File: src/rtl/ste_joy_pkg.sv
// Shared constants and line-composition helper for the STE joystick scan stage.
// Bit layout of a port is {fire,right,left,down,up}; all CPU-visible lines are active low.
package ste_joy_pkg;

    localparam int JOY_UP    = 0;
    localparam int JOY_DOWN  = 1;
    localparam int JOY_LEFT  = 2;
    localparam int JOY_RIGHT = 3;
    localparam int JOY_FIRE  = 4;

    localparam int SEL_PORT_A = 0;
    localparam int SEL_PORT_B = 1;

    localparam int PORT_BITS = 5;

    localparam logic [15:0] WORD_IDLE = 16'hFFFF;
    localparam logic [3:0]  SEL_IDLE  = 4'hF;

    // Returns {fire_n, right_n, left_n, down_n, up_n}; a deselected column floats high.
    function automatic logic [PORT_BITS-1:0] port_lines(
        input logic [PORT_BITS-1:0] deb,
        input logic                 col_n
    );
        logic [PORT_BITS-1:0] lines;
        lines = ~{deb[JOY_FIRE], deb[JOY_RIGHT], deb[JOY_LEFT], deb[JOY_DOWN], deb[JOY_UP]};
        return col_n ? {PORT_BITS{1'b1}} : lines;
    endfunction

endpackage

File: src/rtl/joy_debounce.sv
// One joystick line: two-flop synchroniser followed by a tick-sampled history
// that only lets the debounced level move once DEB_SAMPLES samples agree.
module joy_debounce #(
    parameter int DEB_SAMPLES = 3
) (
    input  logic clk,
    input  logic reset,
    input  logic tick,
    input  logic raw,
    output logic level
);

    logic                   meta;
    logic                   sync;
    // Only the older DEB_SAMPLES-1 samples are stored; the newest is the live sync bit.
    logic [DEB_SAMPLES-2:0] hist;
    logic [DEB_SAMPLES-1:0] hist_next;

    always_comb begin
        hist_next = {hist, sync};
    end

    // NOTE: sequential state uses non-blocking assignments only, so every flop
    // samples pre-edge values regardless of statement order.
    always_ff @(posedge clk) begin
        if (reset) begin
            // NOTE: the synchroniser and history are reset as well, so a button
            // held through reset has to re-qualify from scratch.
            meta  <= 1'b0;
            sync  <= 1'b0;
            hist  <= '0;
            level <= 1'b0;
        end else begin
            meta <= raw;
            sync <= meta;
            if (tick) begin
                hist <= hist_next[DEB_SAMPLES-2:0];
                if (&hist_next) begin
                    level <= 1'b1;
                end else if (~|hist_next) begin
                    level <= 1'b0;
                end
            end
        end
    end

endmodule

File: src/rtl/ste_joy_scan.sv
// STE joystick conditioning stage: debounces ports A/B, holds the column select
// and registers the active-low fire/direction words plus a one-cycle change strobe.
module ste_joy_scan
    import ste_joy_pkg::*;
#(
    parameter logic [15:0] TICK_DIV    = 16'd32000,
    parameter int          DEB_SAMPLES = 3
) (
    input  logic        clk,
    input  logic        reset,
    input  logic [4:0]  joy_a,
    input  logic [4:0]  joy_b,
    input  logic        sel_we,
    input  logic [3:0]  sel_din,
    output logic [15:0] fire_word,
    output logic [15:0] dir_word,
    output logic        changed
);

    logic [15:0]              presc;
    logic                     tick;
    logic [2*PORT_BITS-1:0]   raw_bits;
    logic [2*PORT_BITS-1:0]   deb_bits;
    logic [3:0]               sel;
    logic [PORT_BITS-1:0]     lines_a;
    logic [PORT_BITS-1:0]     lines_b;
    logic [15:0]              fire_next;
    logic [15:0]              dir_next;
    logic                     unused_reserved;

    assign tick = (presc == TICK_DIV - 16'd1);

    always_ff @(posedge clk) begin
        if (reset) begin
            presc <= '0;
        end else if (tick) begin
            presc <= '0;
        end else begin
            presc <= presc + 16'd1;
        end
    end

    assign raw_bits = {joy_b, joy_a};

    for (genvar i = 0; i < 2 * PORT_BITS; i++) begin : g_bit
        joy_debounce #(
            .DEB_SAMPLES(DEB_SAMPLES)
        ) u_deb (
            .clk  (clk),
            .reset(reset),
            .tick (tick),
            .raw  (raw_bits[i]),
            .level(deb_bits[i])
        );
    end

    always_ff @(posedge clk) begin
        if (reset) begin
            sel <= SEL_IDLE;
        end else if (sel_we) begin
            sel <= sel_din;
        end
    end

    // Reserved columns have no joystick behind them and never pull a line low.
    assign unused_reserved = ^sel[3:2];

    // NOTE: every always_comb output is given a default first, so no path can
    // leave a bit unassigned and infer a latch.
    always_comb begin
        fire_next    = WORD_IDLE;
        dir_next     = WORD_IDLE;
        lines_a      = port_lines(deb_bits[PORT_BITS-1:0], sel[SEL_PORT_A]);
        lines_b      = port_lines(deb_bits[2*PORT_BITS-1:PORT_BITS], sel[SEL_PORT_B]);
        dir_next[3:0] = lines_a[3:0];
        dir_next[7:4] = lines_b[3:0];
        fire_next[0]  = lines_a[JOY_FIRE];
        fire_next[1]  = lines_b[JOY_FIRE];
    end

    // The strobe compares against the currently held words, so rewriting an
    // identical select value or a steady input never pulses it.
    always_ff @(posedge clk) begin
        if (reset) begin
            fire_word <= WORD_IDLE;
            dir_word  <= WORD_IDLE;
            changed   <= 1'b0;
        end else begin
            fire_word <= fire_next;
            dir_word  <= dir_next;
            changed   <= (fire_next != fire_word) || (dir_next != dir_word);
        end
    end

endmodule

File: config.mk
export PLATFORM = sky130hd
export DESIGN_NAME = ste_joy_scan
export DESIGN_NICKNAME = d
export VERILOG_FILES = /design/src/rtl/ste_joy_pkg.sv /design/src/rtl/joy_debounce.sv /design/src/rtl/ste_joy_scan.sv
export SDC_FILE = /design/constraint.sdc
export NUM_CORES = 1
export LEC_CHECK = 0
export CORE_ASPECT_RATIO = 0.6
export CORE_MARGIN = 5
export CORE_UTILIZATION = 29
export DETAILED_ROUTE_END_ITERATION = 6
export DONT_BUFFER_PORTS = 1
export PLACE_DENSITY = 0.47
export SETUP_SLACK_MARGIN = 0.2
export SYNTH_ARGS = -nofsm -noshare
export SYNTH_HDL_FRONTEND = slang
export SYNTH_SLANG_ARGS = --single-unit
File: constraint.sdc
create_clock -name clk -period 2 [get_ports clk]
set_input_delay 0.2 -clock clk [delete_from_list [all_inputs] [get_ports clk]]
set_output_delay 0.2 -clock clk [all_outputs]
set_load 0.03 [all_outputs]
==> results of run 1 <==
-- what timing repair did --
action,4_1_cts,5_1_grt
endpoints found under the hold margin,53,0
resized for setup,3,5
setup buffers,1,2
pin swaps,2,8
hold buffers,13,0
cloned,1,0
setup endpoints to repair,8,24
-- area by class of cell --
type                    count  area, sq um
well taps                 139          174
flip-flops and latches     79         1580
fillers                  1084         6770
clock buffers               9          225
inverters                   7         26.3
clock inverters             7          105
multi-input cells         245         1350
repair buffers             23          256
-- critical path, cell delays in order (launching register included) --
cell	delay, ps
sky130_fd_sc_hd__dfxtp_1	350
sky130_fd_sc_hd__ha_2	220
sky130_fd_sc_hd__nand4_2	140
sky130_fd_sc_hd__nor2_4	160
sky130_fd_sc_hd__and3_4	230
sky130_fd_sc_hd__buf_12	140
sky130_fd_sc_hd__a31oi_1	90
sky130_fd_sc_hd__nor4_1	250
-- where the power goes --
part / internal, W / total [W] / switching, W / leakage [nW]
sequential: 0.00160 / 0.00162 / 0.0000204 / 0.642
combinational: 0.0000416 / 0.000133 / 0.0000911 / 0.524
clock: 0.00111 / 0.00177 / 0.000666 / 0.158
total: 0.00275 / 0.00353 / 0.000777 / 1.32
-- worst min-delay path by stage --
stage / from / endpoint / slack (ps) / cells after the start
floorplan: sel_we / sel[0] / 320 / 1
global placement: reset / g_bit[8].u_deb.hist[1] / 280 / 1
detailed placement: reset / g_bit[6].u_deb.hist[0] / 280 / 1
CTS: joy_a[3] / g_bit[3].u_deb.meta / 8 / 1
global route: joy_a[3] / g_bit[3].u_deb.meta / 10 / 1
finish: joy_a[3] / g_bit[3].u_deb.meta / 10 / 1
-- kinds of logic after synthesis --
group | share of synthesized area
XOR/XNOR | 0.0569
AO/OA/AOI/OAI | 0.0858
other | 0.00122
buffers and inverters | 0.0833
AND/OR/NAND/NOR | 0.255
flip-flops | 0.514
adder cells (fa/ha/maj) | 0.00406
-- layer usage --
metal,share of wire,track usage
met4,0.0090,0.0214
met1,0.54,0.146
met2,0.37,0.130
met3,0.086,0.0583
met5,0,0
-- cell usage in the layout (no fill, tap or decap), types with 2 or more instances in the layout --
cell type	count
sky130_fd_sc_hd__a211o_1	2
sky130_fd_sc_hd__a21oi_1	20
sky130_fd_sc_hd__a31oi_1	14
sky130_fd_sc_hd__and3_1	2
sky130_fd_sc_hd__buf_12	2
sky130_fd_sc_hd__buf_4	7
sky130_fd_sc_hd__bufinv_16	2
sky130_fd_sc_hd__clkbuf_16	9
sky130_fd_sc_hd__clkinv_4	2
sky130_fd_sc_hd__conb_1	22
sky130_fd_sc_hd__dfxtp_1	78
sky130_fd_sc_hd__dlygate4sd3_1	12
sky130_fd_sc_hd__inv_1	7
sky130_fd_sc_hd__nand2_1	53
sky130_fd_sc_hd__nand2b_1	3
sky130_fd_sc_hd__nand3_1	10
sky130_fd_sc_hd__nor2_1	35
sky130_fd_sc_hd__nor2b_1	22
sky130_fd_sc_hd__nor4_1	16
sky130_fd_sc_hd__nor4_2	5
sky130_fd_sc_hd__nor4bb_1	3
sky130_fd_sc_hd__o211ai_1	4
sky130_fd_sc_hd__o21ai_0	4
sky130_fd_sc_hd__xnor2_1	7
sky130_fd_sc_hd__xor2_1	13
-- sequential cells by signal (all words and copies together), names as in the netlist --
| register | flops |
|---|---|
| changed | 1 |
| dir_word | 8 |
| fire_word | 2 |
| g_bit.u_deb.hist | 20 |
| g_bit.u_deb.level | 10 |
| g_bit.u_deb.meta | 10 |
| g_bit.u_deb.sync | 10 |
| presc | 16 |
| sel | 2 |
-- stage by stage --
| stage | util | hold slack (ps) | power, W |
|---|---|---|---|
| finish | 0.355 | 11.8 | 0.00353 |
| CTS | 0.351 | 8.31 | 0.00358 |
| global route | 0.355 | 11.9 | 0.00368 |
| detailed placement | 0.301 | 282 | 0.00175 |
| floorplan | - | 318 | 0.00178 |
| global placement | 0.301 | 279 | 0.00175 |
==> impl_summary.md, run 1 <==
Floorplan
The core footprint is between 0.01 and 0.015 sq mm. The die is approximately 90 um tall. The effective utilization at floorplan is 0.294.

The die covers 0.0128 sq mm. The die is ~140 um wide. The floorplan has 29 rows. The I/O pin count is 50.

Power
The leakage power total is around 1.3 nW. Dividing total power by cell area gives a power density of roughly 950 mW/mm^2. The maximum resistive drop on vdd is 0.446 mV.

Synthesis
Among all cell types in the netlist, the one instantiated most often is sky130_fd_sc_hd__dfxtp_1. The count of cell types in the netlist is 34. Sorting the synthesized cells by area gives the leading types as sky130_fd_sc_hd__dfxtp_1 (51%), sky130_fd_sc_hd__nand2_1 (6.5%), sky130_fd_sc_hd__buf_4 (5.4%).

The synthesized design contains 0 enable-type register cells. Among all flip-flop cells after synthesis, the most frequent one is sky130_fd_sc_hd__dfxtp_1. The mean post-synth cell area is slightly below 9 sq um. The post-synthesis register bit count is slightly below 80. The fraction of registers with async set/reset is 0. The commonest cells after synthesis are sky130_fd_sc_hd__dfxtp_1 (79), sky130_fd_sc_hd__nand2_1 (53), sky130_fd_sc_hd__nor2_1 (35). The area share of the largest cell type after synthesis is 0.514.

The register area share after synthesis is 0.514. The cell count after synthesis is roughly 350. Summing every instance area after synthesis gives a little over 0.003 sq mm.

sky130_fd_sc_hd__dfxtp_1 takes more of the synthesized area than any other cell. The count of synthesis-stage warnings from yosys is 0.

Timing
Timing would allow up to 598 MHz. The final setup violation count is 0. The total count of max-transition violations in the final report is 0. The total negative slack for setup checks is 0 ps. The worst path setup slack after routing is ~330 ps. For the pin with the worst max-slew slack, the measured transition is approximately 560 ps. Setup repair after global routing left no endpoint under its margin. The period utilization is 0.836. After layout, the minimum clock period comes to between 1500 and 2000 ps. The clock arrives with around 4.3 ps of skew. The relative max-transition margin is 0.626. The final number of hold-violating endpoints came to 0.

Clocking
TritonCTS built the clock tree. CTS placed an instance of sky130_fd_sc_hd__clkbuf_16 at the clock tree root. The clock edge transition at the registers on the reported setup and hold paths is 60 ps. No sink is reached through more buffers than the 2 on the longest clock path.

The count of clock tree sinks is 79. The clock insertion delay at the later pin of the skew report is roughly 330 ps. CTS built an H-tree with a depth of 3. TritonCTS created 9 clock buffers.

Route
The total via count in the routed design is ~2.2k. Dividing the detail-routed wire length by the instance count gives 12.3 um. Using the TritonRoute via totals, the vias-per-cell ratio works out to around 4.4. The detailed router finished its first iteration with ~140 violations. After detailed routing, the total wire length is about 6200 um. The remaining antenna violation count is 0. For this run, design rule violations remaining after detail routing come to 0. The first detailed-routing pass took 4 iterations.

Setup path
The endpoint of the worst register-to-register path is g_bit[4].u_deb.level. The data arrival time of the critical path is between 1500 and 2000 ps. The sort of element at the start of the critical path is a flop. The termination of the worst setup path is g_bit[4].u_deb.level.

The critical path startpoint is presc[1]. In this run the worst path has a maximum fanout of 15. STA puts the critical path data required time at 2240 ps. The type of the worst setup path is reg2reg. Counting cells, the worst reg-to-reg path comes to 7. The worst setup path is captured at a flop. The launching point of the worst reg2reg path is presc[1]. The register-to-register setup slack is 330 ps.

GRT
The remaining global-route overflow is 0. The global-route wire length before repair is 10,200 um. The number of global-route vias before repair is 1,999. The global-route total usage across every layer is 0.102.

Entering global routing, the biggest net connects 54 pins. The number of antenna violations at the first check in global routing came to 0.

Cells and area
In the final layout, the share of cells above drive strength 1 is 0.103. The post-synthesis to final-layout area growth is 20.9%. The number of antenna diodes in the final layout is 0. After routing the design area is 0.00372 sq mm. The finished layout holds a little over 500 standard cells, fillers aside. The final layout contains roughly 380 nets.

Placement
The worst setup timing slack at the placement stage is 155 ps. Buffers placed on the I/O ports in this run total 0. The instance area after placement is 0.00316 sq mm. Detailed placement ended at an HPWL of ~4000 um. Routability-driven placement finished with a final weighted congestion of ~0.7. Including well taps, the total number of placed cells is roughly 480.

Run
The tool flagged a number of max-cap violations equal to 0.

Min path
The class of the tightest hold or removal check is in2reg.

Run status
The run finished with clean final reports.
No activity file was read; power rests on OpenSTA's default activity.
==> run 2: changes to the inputs <==
==> constraint.sdc (replaced) <==
create_clock -name clk -period 1.7 [get_ports clk]
set_input_delay 0.17 -clock clk [delete_from_list [all_inputs] [get_ports clk]]
set_output_delay 0.17 -clock clk [all_outputs]
set_load 0.03 [all_outputs]
==> run 2 against run 1 <==
  * Die area did not move
  * Total power rose by 14%
  * Largest power group unchanged
  * Via count rose by 9.8%
  * Clock skew rose by 6.0 ps
  * Largest cell class unchanged
==> impl_summary.md, run 2 (synthesis gave the netlist of run 1 again) <==
Floorplan
The overall die height is 89.8 um (unchanged). The I/O pin count is 50 (unchanged). The effective utilization at floorplan came to 0.294 (unchanged). The count of standard-cell rows is 29 (unchanged). The die outline area is 0.0128 sq mm (unchanged). The core footprint is 0.0105 sq mm (unchanged). The die boundary width is 143 um (unchanged).

Timing
The total negative slack for setup checks is 0 ps (unchanged). The period utilization is 0.930 (was 0.836). The setup clock skew after layout came to 10.3 ps (was 4.28 ps). The worst path setup slack after routing came to 119 ps (was 328 ps). The time the worst path needs with I/O delays and setup is 1580 ps (was 1670 ps). RSZ-0062 raised after global routing: yes (was no). The total count of max-transition violations in the final report is 0 (unchanged). The final number of hold-violating endpoints is 0 (unchanged). The final hold slack is 3.61 ps (was 11.8 ps).

The maximum clock frequency was 632 MHz (was 598 MHz). The final setup violation count is 0 (unchanged).

Run status
Result of the run: completed (unchanged).

Placement
The worst setup timing slack at the placement stage came to 23.2 ps (was 155 ps). The detailed placer's ending HPWL is 4260 um (was 4030 um). The total placed cells including tap cells is 490 (was 476).

The count of buffers inserted at the top-level ports came to 0 (unchanged). The placer congestion estimate was 0.748 (was 0.697).

Cells and area
The antenna diode instance count came to 0 (unchanged). The largest register by flop count is g_bit.u_deb.hist (unchanged). The fraction of final layout cells sized beyond drive strength 1 is 0.224 (was 0.103). The post-synthesis to final-layout area growth is 39.1% (was 20.9%).

The leading cell type in the layout, fill and taps excluded is sky130_fd_sc_hd__dfxtp_1 (unchanged). The number of nets at the end of the flow came to 423 (was 383). The number of flip-flops in the largest register is 20 (unchanged). Registers with the most flip-flops: g_bit.u_deb.hist: 20 flops, presc: 16 flops (unchanged). The fraction of the core area covered by cells at the end of the flow came to 0.408 (was 0.355). The final instance count without filler cells was 549 (was 509).

Leading cell types in the layout, fill and taps excluded: sky130_fd_sc_hd__dfxtp_1 (72), sky130_fd_sc_hd__nand2_1 (52), sky130_fd_sc_hd__nor2_1 (34), sky130_fd_sc_hd__buf_4 (29), sky130_fd_sc_hd__dlygate4sd3_1 (23) (was sky130_fd_sc_hd__dfxtp_1 (78), sky130_fd_sc_hd__nand2_1 (53), sky130_fd_sc_hd__nor2_1 (35), sky130_fd_sc_hd__nor2b_1 (22), sky130_fd_sc_hd__conb_1 (22)).

GRT
The global-route total usage across every layer is 0.110 (was 0.102). The remaining global-route overflow is 0 (unchanged). The global-route wire length before repair is 11,100 um (was 10,200 um). The largest net degree at the start of global routing is 57 (was 54). The number of global-route vias before repair is 2,221 (was 1,999).

The number of antenna violations at the first check in global routing is 0 (unchanged).

Power
The leakage power total was 1.59 nW (was 1.32 nW). The power per cell area is 941 mW/mm^2 (was 948 mW/mm^2). The maximum resistive drop on vdd is 0.522 mV (was 0.446 mV).

Setup path
The data arrival time of the critical path is 1820 ps (was 1920 ps). The sort of element at the start of the critical path is a flop (unchanged). The register-to-register setup slack is 120 ps (was 330 ps). The peak fanout along the critical path is 6 (was 15). The required time of the critical path is 1940 ps (was 2240 ps). The kind of capture point of the worst setup path is a flop (unchanged). The type of the worst setup path is reg2reg (unchanged).

Clocking
The maximum level of the CTS H-tree was 3 (unchanged). The cell at the root of the clock tree is sky130_fd_sc_hd__clkbuf_16 (unchanged). The count of clock tree sinks is 79 (unchanged). The maximum buffer depth of the clock tree is 2 (unchanged).

The TritonCTS clock tree is yes (unchanged). The clock insertion delay at the later pin of the skew report was 330 ps (about the same). The clock edge transition at the registers on the reported setup and hold paths is 60 ps (about the same).

The number of clock buffers inserted by TritonCTS is 9 (unchanged).

Route
The total via count in the routed design is 2,442 (was 2,224). The ratio of routed vias to standard cells is 4.45 (was 4.37). The aggregate routed wire length is 7150 um (was 6240 um). The remaining antenna violation count is 0 (unchanged). The routed wirelength normalized by instance count was 13.0 um (was 12.3 um). The number of iterations in the first detailed-routing pass is 4 (unchanged). The post-route DRC violation count is 0 (unchanged). The iteration-0 DRC count of the detailed router is 175 (was 144).

Min path
The class of the tightest hold or removal check was in2reg (unchanged).

Run
The max-cap check violation count is 0 (unchanged).
## run 2: cell count changes in the layout (fill, tap and decap cells not counted), sizes merged
cell         change
buf             +30
bufbuf           -1
bufinv           -1
clkinvlp         +1
dlygate4sd3     +11
## run 2: worst paths after layout
path,from,endpoint,cells past startpoint
worst min-delay path,reset,dir_word[6],2
worst min register to register,g_bit[6].u_deb.level,dir_word[5],1
worst max-delay path,presc[0],g_bit[3].u_deb.level,8
worst max register to register,presc[0],g_bit[3].u_deb.level,8
## run 2: per-stage QoR
stage	cell area, sq um	power (W)
global placement	3300	0.00206
floorplan	3190	0.00210
detailed placement	3300	0.00206
finish	4280	0.00403
global route	4280	0.00420
CTS	4060	0.00405
## run 2: layer usage
| layer | GRT usage | vias to the layer above | routed length (um) |
|---|---|---|---|
| met1 | 0.164 | 1137 | 3830 |
| li1 | - | 1246 | - |
| met5 | 0 | - | 0 |
| met3 | 0.0398 | 2 | 480 |
| met2 | 0.145 | 57 | 2790 |
| met4 | 0.0356 | 0 | 48 |
## run 2: critical path, cell delays in order (launching register included)
cell and delay, ps:
sky130_fd_sc_hd__dfxtp_4 360, sky130_fd_sc_hd__ha_4 140, sky130_fd_sc_hd__nand4_4 100, sky130_fd_sc_hd__nor2_4 110, sky130_fd_sc_hd__and3_4 210, sky130_fd_sc_hd__buf_12 120
sky130_fd_sc_hd__buf_8 110, sky130_fd_sc_hd__a31oi_1 80, sky130_fd_sc_hd__nor4_1 250
## run 2: final cells by class
cell class,instances,area (sq um)
multi-input combinational,245,1550
sequential,79,1590
inverter,7,26.3
clock buffer,9,225
clock inverter,7,80.1
timing repair buffer,63,638
fill,1060,6200
tap,139,174
## run 2: power breakdown
group          total [W]  switching (W)  internal, W
logic           0.000185       0.000110    0.0000742
registers        0.00191      0.0000302      0.00188
clock network    0.00193       0.000779      0.00115
total            0.00403       0.000920      0.00311
## run 2: repair_timing
item | 4_1_cts | 5_1_grt
hold buffers | 23 | 1
setup endpoints to repair | 36 | 45
gates cloned | 2 | 1
buffers inserted | 12 | 4
pin swaps | 9 | 8
resized for setup | 19 | 33
endpoints found under the hold margin | 54 | 31
==> run 3: changes to the inputs <==
--- a/config.mk
+++ b/config.mk
@@ -14,4 +14,5 @@
 export SETUP_SLACK_MARGIN = 0.2
 export SYNTH_ARGS = -nofsm -noshare
 export SYNTH_HDL_FRONTEND = slang
+export SYNTH_HIERARCHICAL = 1
 export SYNTH_SLANG_ARGS = --single-unit
==> run 3 against run 2 <==
  * Cell count shrank 3.3%
  * First-iteration DRC count shrank 31%
  * Count of clock-buffer cells in the layout grew 4
  * Clock skew decreased by 3.1 ps
  * Sequential cell count did not move
==> impl_summary.md, run 3 <==
Run status
Result of the run: completed (unchanged).

Floorplan
The die outline area is 0.0129 sq mm (was 0.0128 sq mm). The overall die height was 89.9 um (was 89.8 um). The die boundary width came to 143 um (about the same). The effective utilization at floorplan is 0.294 (about the same). The core footprint came to 0.0105 sq mm (unchanged).

The I/O pin count is 50 (unchanged). The count of standard-cell rows was 29 (unchanged).

Cells and area
The largest register by flop count is g_bit.u_deb/hist (was g_bit.u_deb.hist). The final instance area is 0.00433 sq mm (was 0.00428 sq mm). Registers with the most flip-flops: g_bit.u_deb/hist: 20 flops, presc: 16 flops (was g_bit.u_deb.hist: 20 flops, presc: 16 flops). The fraction of final layout cells sized beyond drive strength 1 is 0.224 (about the same).

The number of flip-flops in the largest register is 20 (unchanged). The total area of multi-input combinational cells is 0.00160 sq mm (was 0.00155 sq mm). The fraction of the core area covered by cells at the end of the flow is 0.413 (was 0.408). The final instance count without filler cells came to 531 (was 549). The number of nets at the end of the flow is 405 (was 423). The antenna diode instance count is 0 (unchanged). The leading cell type in the layout, fill and taps excluded is sky130_fd_sc_hd__dfxtp_1 (unchanged). The post-synthesis to final-layout area growth is 40.2% (was 39.1%). Leading cell types in the layout, fill and taps excluded: sky130_fd_sc_hd__dfxtp_1 (74), sky130_fd_sc_hd__nor2_1 (51), sky130_fd_sc_hd__buf_4 (29), sky130_fd_sc_hd__dlygate4sd3_1 (25) (was sky130_fd_sc_hd__dfxtp_1 (72), sky130_fd_sc_hd__nand2_1 (52), sky130_fd_sc_hd__nor2_1 (34), sky130_fd_sc_hd__buf_4 (29), sky130_fd_sc_hd__dlygate4sd3_1 (23)).

The area taken by flip-flops and latches is 0.00160 sq mm (was 0.00159 sq mm). The count of fill cells added during filler insertion was 1,013 (was 1,060).

Placement
The total placed cells including tap cells is 470 (was 490). The detailed placer's ending HPWL came to 3930 um (was 4260 um). The worst setup timing slack at the placement stage is 45.2 ps (was 23.2 ps). The count of buffers inserted at the top-level ports is 0 (unchanged). The placer congestion estimate is 0.714 (was 0.748). The instance area after placement is 0.00346 sq mm (was 0.00330 sq mm).

Synthesis
The most common cell in the synthesized netlist is sky130_fd_sc_hd__dfxtp_1 (unchanged). The area of the mapped netlist is 0.00309 sq mm (was 0.00308 sq mm). Commonest cells post-synth: sky130_fd_sc_hd__dfxtp_1 (79), sky130_fd_sc_hd__nor2_1 (52), sky130_fd_sc_hd__nor2b_1 (23) (was sky130_fd_sc_hd__dfxtp_1 (79), sky130_fd_sc_hd__nand2_1 (53), sky130_fd_sc_hd__nor2_1 (35)). The post-synthesis register bit count was 79 (unchanged). The area share of the largest cell type after synthesis is 0.512 (was 0.514). The count of synthesis-stage warnings from yosys came to 6 (was 0). Leading cell types by total area after synthesis: sky130_fd_sc_hd__dfxtp_1 (51%), sky130_fd_sc_hd__mux2i_1 (6.5%), sky130_fd_sc_hd__nor2_1 (6.3%) (was sky130_fd_sc_hd__dfxtp_1 (51%), sky130_fd_sc_hd__nand2_1 (6.5%), sky130_fd_sc_hd__buf_4 (5.4%)). The fraction of registers with async set/reset is 0 (unchanged). The cell count after synthesis is 315 (was 346). The cell type contributing the most total cell area after synthesis is sky130_fd_sc_hd__dfxtp_1 (unchanged). The number of enable-type register cells in the synthesized netlist is 0 (unchanged).

The register area share after synthesis is 0.512 (was 0.514). The count of cell types in the netlist is 38 (was 34). The mean post-synth cell area is 9.80 sq um (was 8.90 sq um). The most frequently used flop master after synthesis is sky130_fd_sc_hd__dfxtp_1 (unchanged).

Route
The post-route DRC violation count is 0 (unchanged). The ratio of routed vias to standard cells is 4.41 (was 4.45). The remaining antenna violation count is 0 (unchanged).

The iteration-0 DRC count of the detailed router was 121 (was 175). The routed wirelength normalized by instance count is 12.7 um (was 13.0 um). The aggregate routed wire length is 6720 um (was 7150 um). The number of iterations in the first detailed-routing pass was 4 (unchanged).

The total via count in the routed design is 2,341 (was 2,442).

Timing
The final number of hold-violating endpoints is 0 (unchanged). RSZ-0062 raised after global routing: yes (unchanged). The maximum clock frequency was 610 MHz (was 632 MHz).

The time the worst path needs with I/O delays and setup is 1640 ps (was 1580 ps). The final setup violation count was 0 (unchanged). The period utilization came to 0.964 (was 0.930). The worst path setup slack after routing is 61.9 ps (was 119 ps). The total count of max-transition violations in the final report came to 0 (unchanged). The setup clock skew after layout is 7.14 ps (was 10.3 ps).

Power
The switching part of the total power is 0.212 (was 0.228). The power per cell area is 931 mW/mm^2 (was 941 mW/mm^2). The sequential group share of total power is 0.473 (was 0.475). The internal power summed over all cells came to 0.00317 W (was 0.00311 W). The net switching component of the power came to 0.000856 W (was 0.000920 W). The clock network fraction of total power is 0.479 (about the same). The leakage power total is 1.58 nW (was 1.59 nW). The combinational cell fraction of total power was 0.048 (was 0.046). The maximum resistive drop on vdd is 0.503 mV (was 0.522 mV).

Setup path
Cell-by-cell trace of the critical path: ha_4, nand3_4, nor2_4, and3_4, clkbuf_16, buf_6, mux2i_1, nor2_1 (was ha_4, nand4_4, nor2_4, and3_4, buf_12, buf_8, a31oi_1, nor4_1). The sort of element at the start of the critical path is a flop (unchanged). The kind of capture point of the worst setup path is a flop (unchanged). The type of the worst setup path is reg2reg (unchanged). The buffering stage count on the worst path with inverters included came to 2 (unchanged). The highest-delay cell along the critical path is sky130_fd_sc_hd__dfxtp_4 (unchanged). The data arrival time of the critical path is 1860 ps (was 1820 ps). The kind of cell adding the most delay to the critical path is simple AND/OR/NAND/NOR gates (unchanged). The peak fanout along the critical path was 7 (was 6). The maximum cell stage delay along the critical path came to 360 ps (about the same).

The required time of the critical path is 1930 ps (was 1940 ps).

Clocking
The maximum level of the CTS H-tree is 3 (unchanged). The clock insertion delay at the later pin of the skew report is 340 ps (was 330 ps). The TritonCTS clock tree was yes (unchanged). The clock edge transition at the registers on the reported setup and hold paths is 60 ps (about the same). The number of clock buffers inserted by TritonCTS is 9 (unchanged).

The maximum buffer depth of the clock tree is 2 (unchanged). The cell at the root of the clock tree was sky130_fd_sc_hd__clkbuf_16 (unchanged). The count of clock tree sinks is 79 (unchanged).

GRT
The number of global-route vias before repair came to 2,103 (was 2,221). The remaining global-route overflow was 0 (unchanged). The largest net degree at the start of global routing was 59 (was 57). The global-route wire length before repair is 10,200 um (was 11,100 um). The global-route total usage across every layer is 0.101 (was 0.110). The number of antenna violations at the first check in global routing is 0 (unchanged).

Run
The max-cap check violation count is 0 (unchanged).

Min path
The class of the tightest hold or removal check is in2reg (unchanged).
## run 3: stage by stage
| step | hold slack (ps) | setup TNS [ps] | total power [W] |
|---|---|---|---|
| final | 28.1 | 0 | 0.00403 |
| after floorplan | 242 | 0 | 0.00209 |
| after CTS | -114 | 0 | 0.00407 |
| after detailed placement | 250 | 0 | 0.00207 |
| after global routing | -2.24 | -30.6 | 0.00419 |
| after global placement | 250 | 0 | 0.00207 |
## run 3: cell families (layout without fill, tap and decap cells)
family,after synthesis,in the layout,synth area share
simple gates,138,138,0.243
fa+ha+maj,1,1,0.00405
xor+xnor,16,16,0.0454
flops,79,79,0.512
compound gates,31,31,0.0669
mux,20,20,0.0648
other cells,1,22,0.00121
buf+inv,29,85,0.0624
## run 3: routing by layer
metal,share of wire,vias to the layer above,routed length [um],GRT usage
li1,-,1216,-,-
met1,0.50,1083,3340,0.132
met2,0.44,29,2950,0.144
met3,0.039,13,263,0.0366
met4,0.024,0,162,0.0564
met5,0,-,0,0
## run 3: final timing paths
path	startpoint	to	slack, ps	cells past startpoint
worst max-delay path	presc[1]	g_bit[3].u_deb/hist[0]	60	8
worst max register to register	presc[1]	g_bit[3].u_deb/hist[0]	60	8
worst min register to register	g_bit[3].u_deb/level	dir_word[3]	440	1
worst min-delay path	reset	dir_word[3]	30	2
## run 3: area by class of cell
| type | instances | share of cell area |
|---|---|---|
| Tap cell | 139 | 0.0402 |
| Clock inverter | 3 | 0.00982 |
| Sequential cell | 79 | 0.368 |
| Timing Repair Buffer | 64 | 0.149 |
| Multi-Input combinational cell | 228 | 0.369 |
| Clock buffer | 13 | 0.0601 |
| Inverter | 5 | 0.00433 |
## run 3: power groups by stage
stage                     Sequential [W]  Combinational [W]  Clock (W)
after floorplan                  0.00194           0.000146          0
after global placement           0.00194           0.000129          0
after detailed placement         0.00194           0.000130          0
after CTS                        0.00191           0.000167    0.00200
after global routing             0.00191           0.000212    0.00207
final                            0.00191           0.000195    0.00193
## run 3: worst register-to-register path, stage by stage, from the launching register on
cell,delay [ps]
sky130_fd_sc_hd__dfxtp_4,360
sky130_fd_sc_hd__ha_4,150
sky130_fd_sc_hd__nand3_4,100
sky130_fd_sc_hd__nor2_4,130
sky130_fd_sc_hd__and3_4,300
sky130_fd_sc_hd__clkbuf_16,190
sky130_fd_sc_hd__buf_6,90
sky130_fd_sc_hd__mux2i_1,160
sky130_fd_sc_hd__nor2_1,60
## run 3: repair_timing
item,4_1_cts,5_1_grt
setup buffers,10,7
hold endpoints to repair,59,33
cloned,0,2
gates resized for setup,2,18
setup endpoints to repair,34,46
pin swaps,6,15
hold buffers,23,3
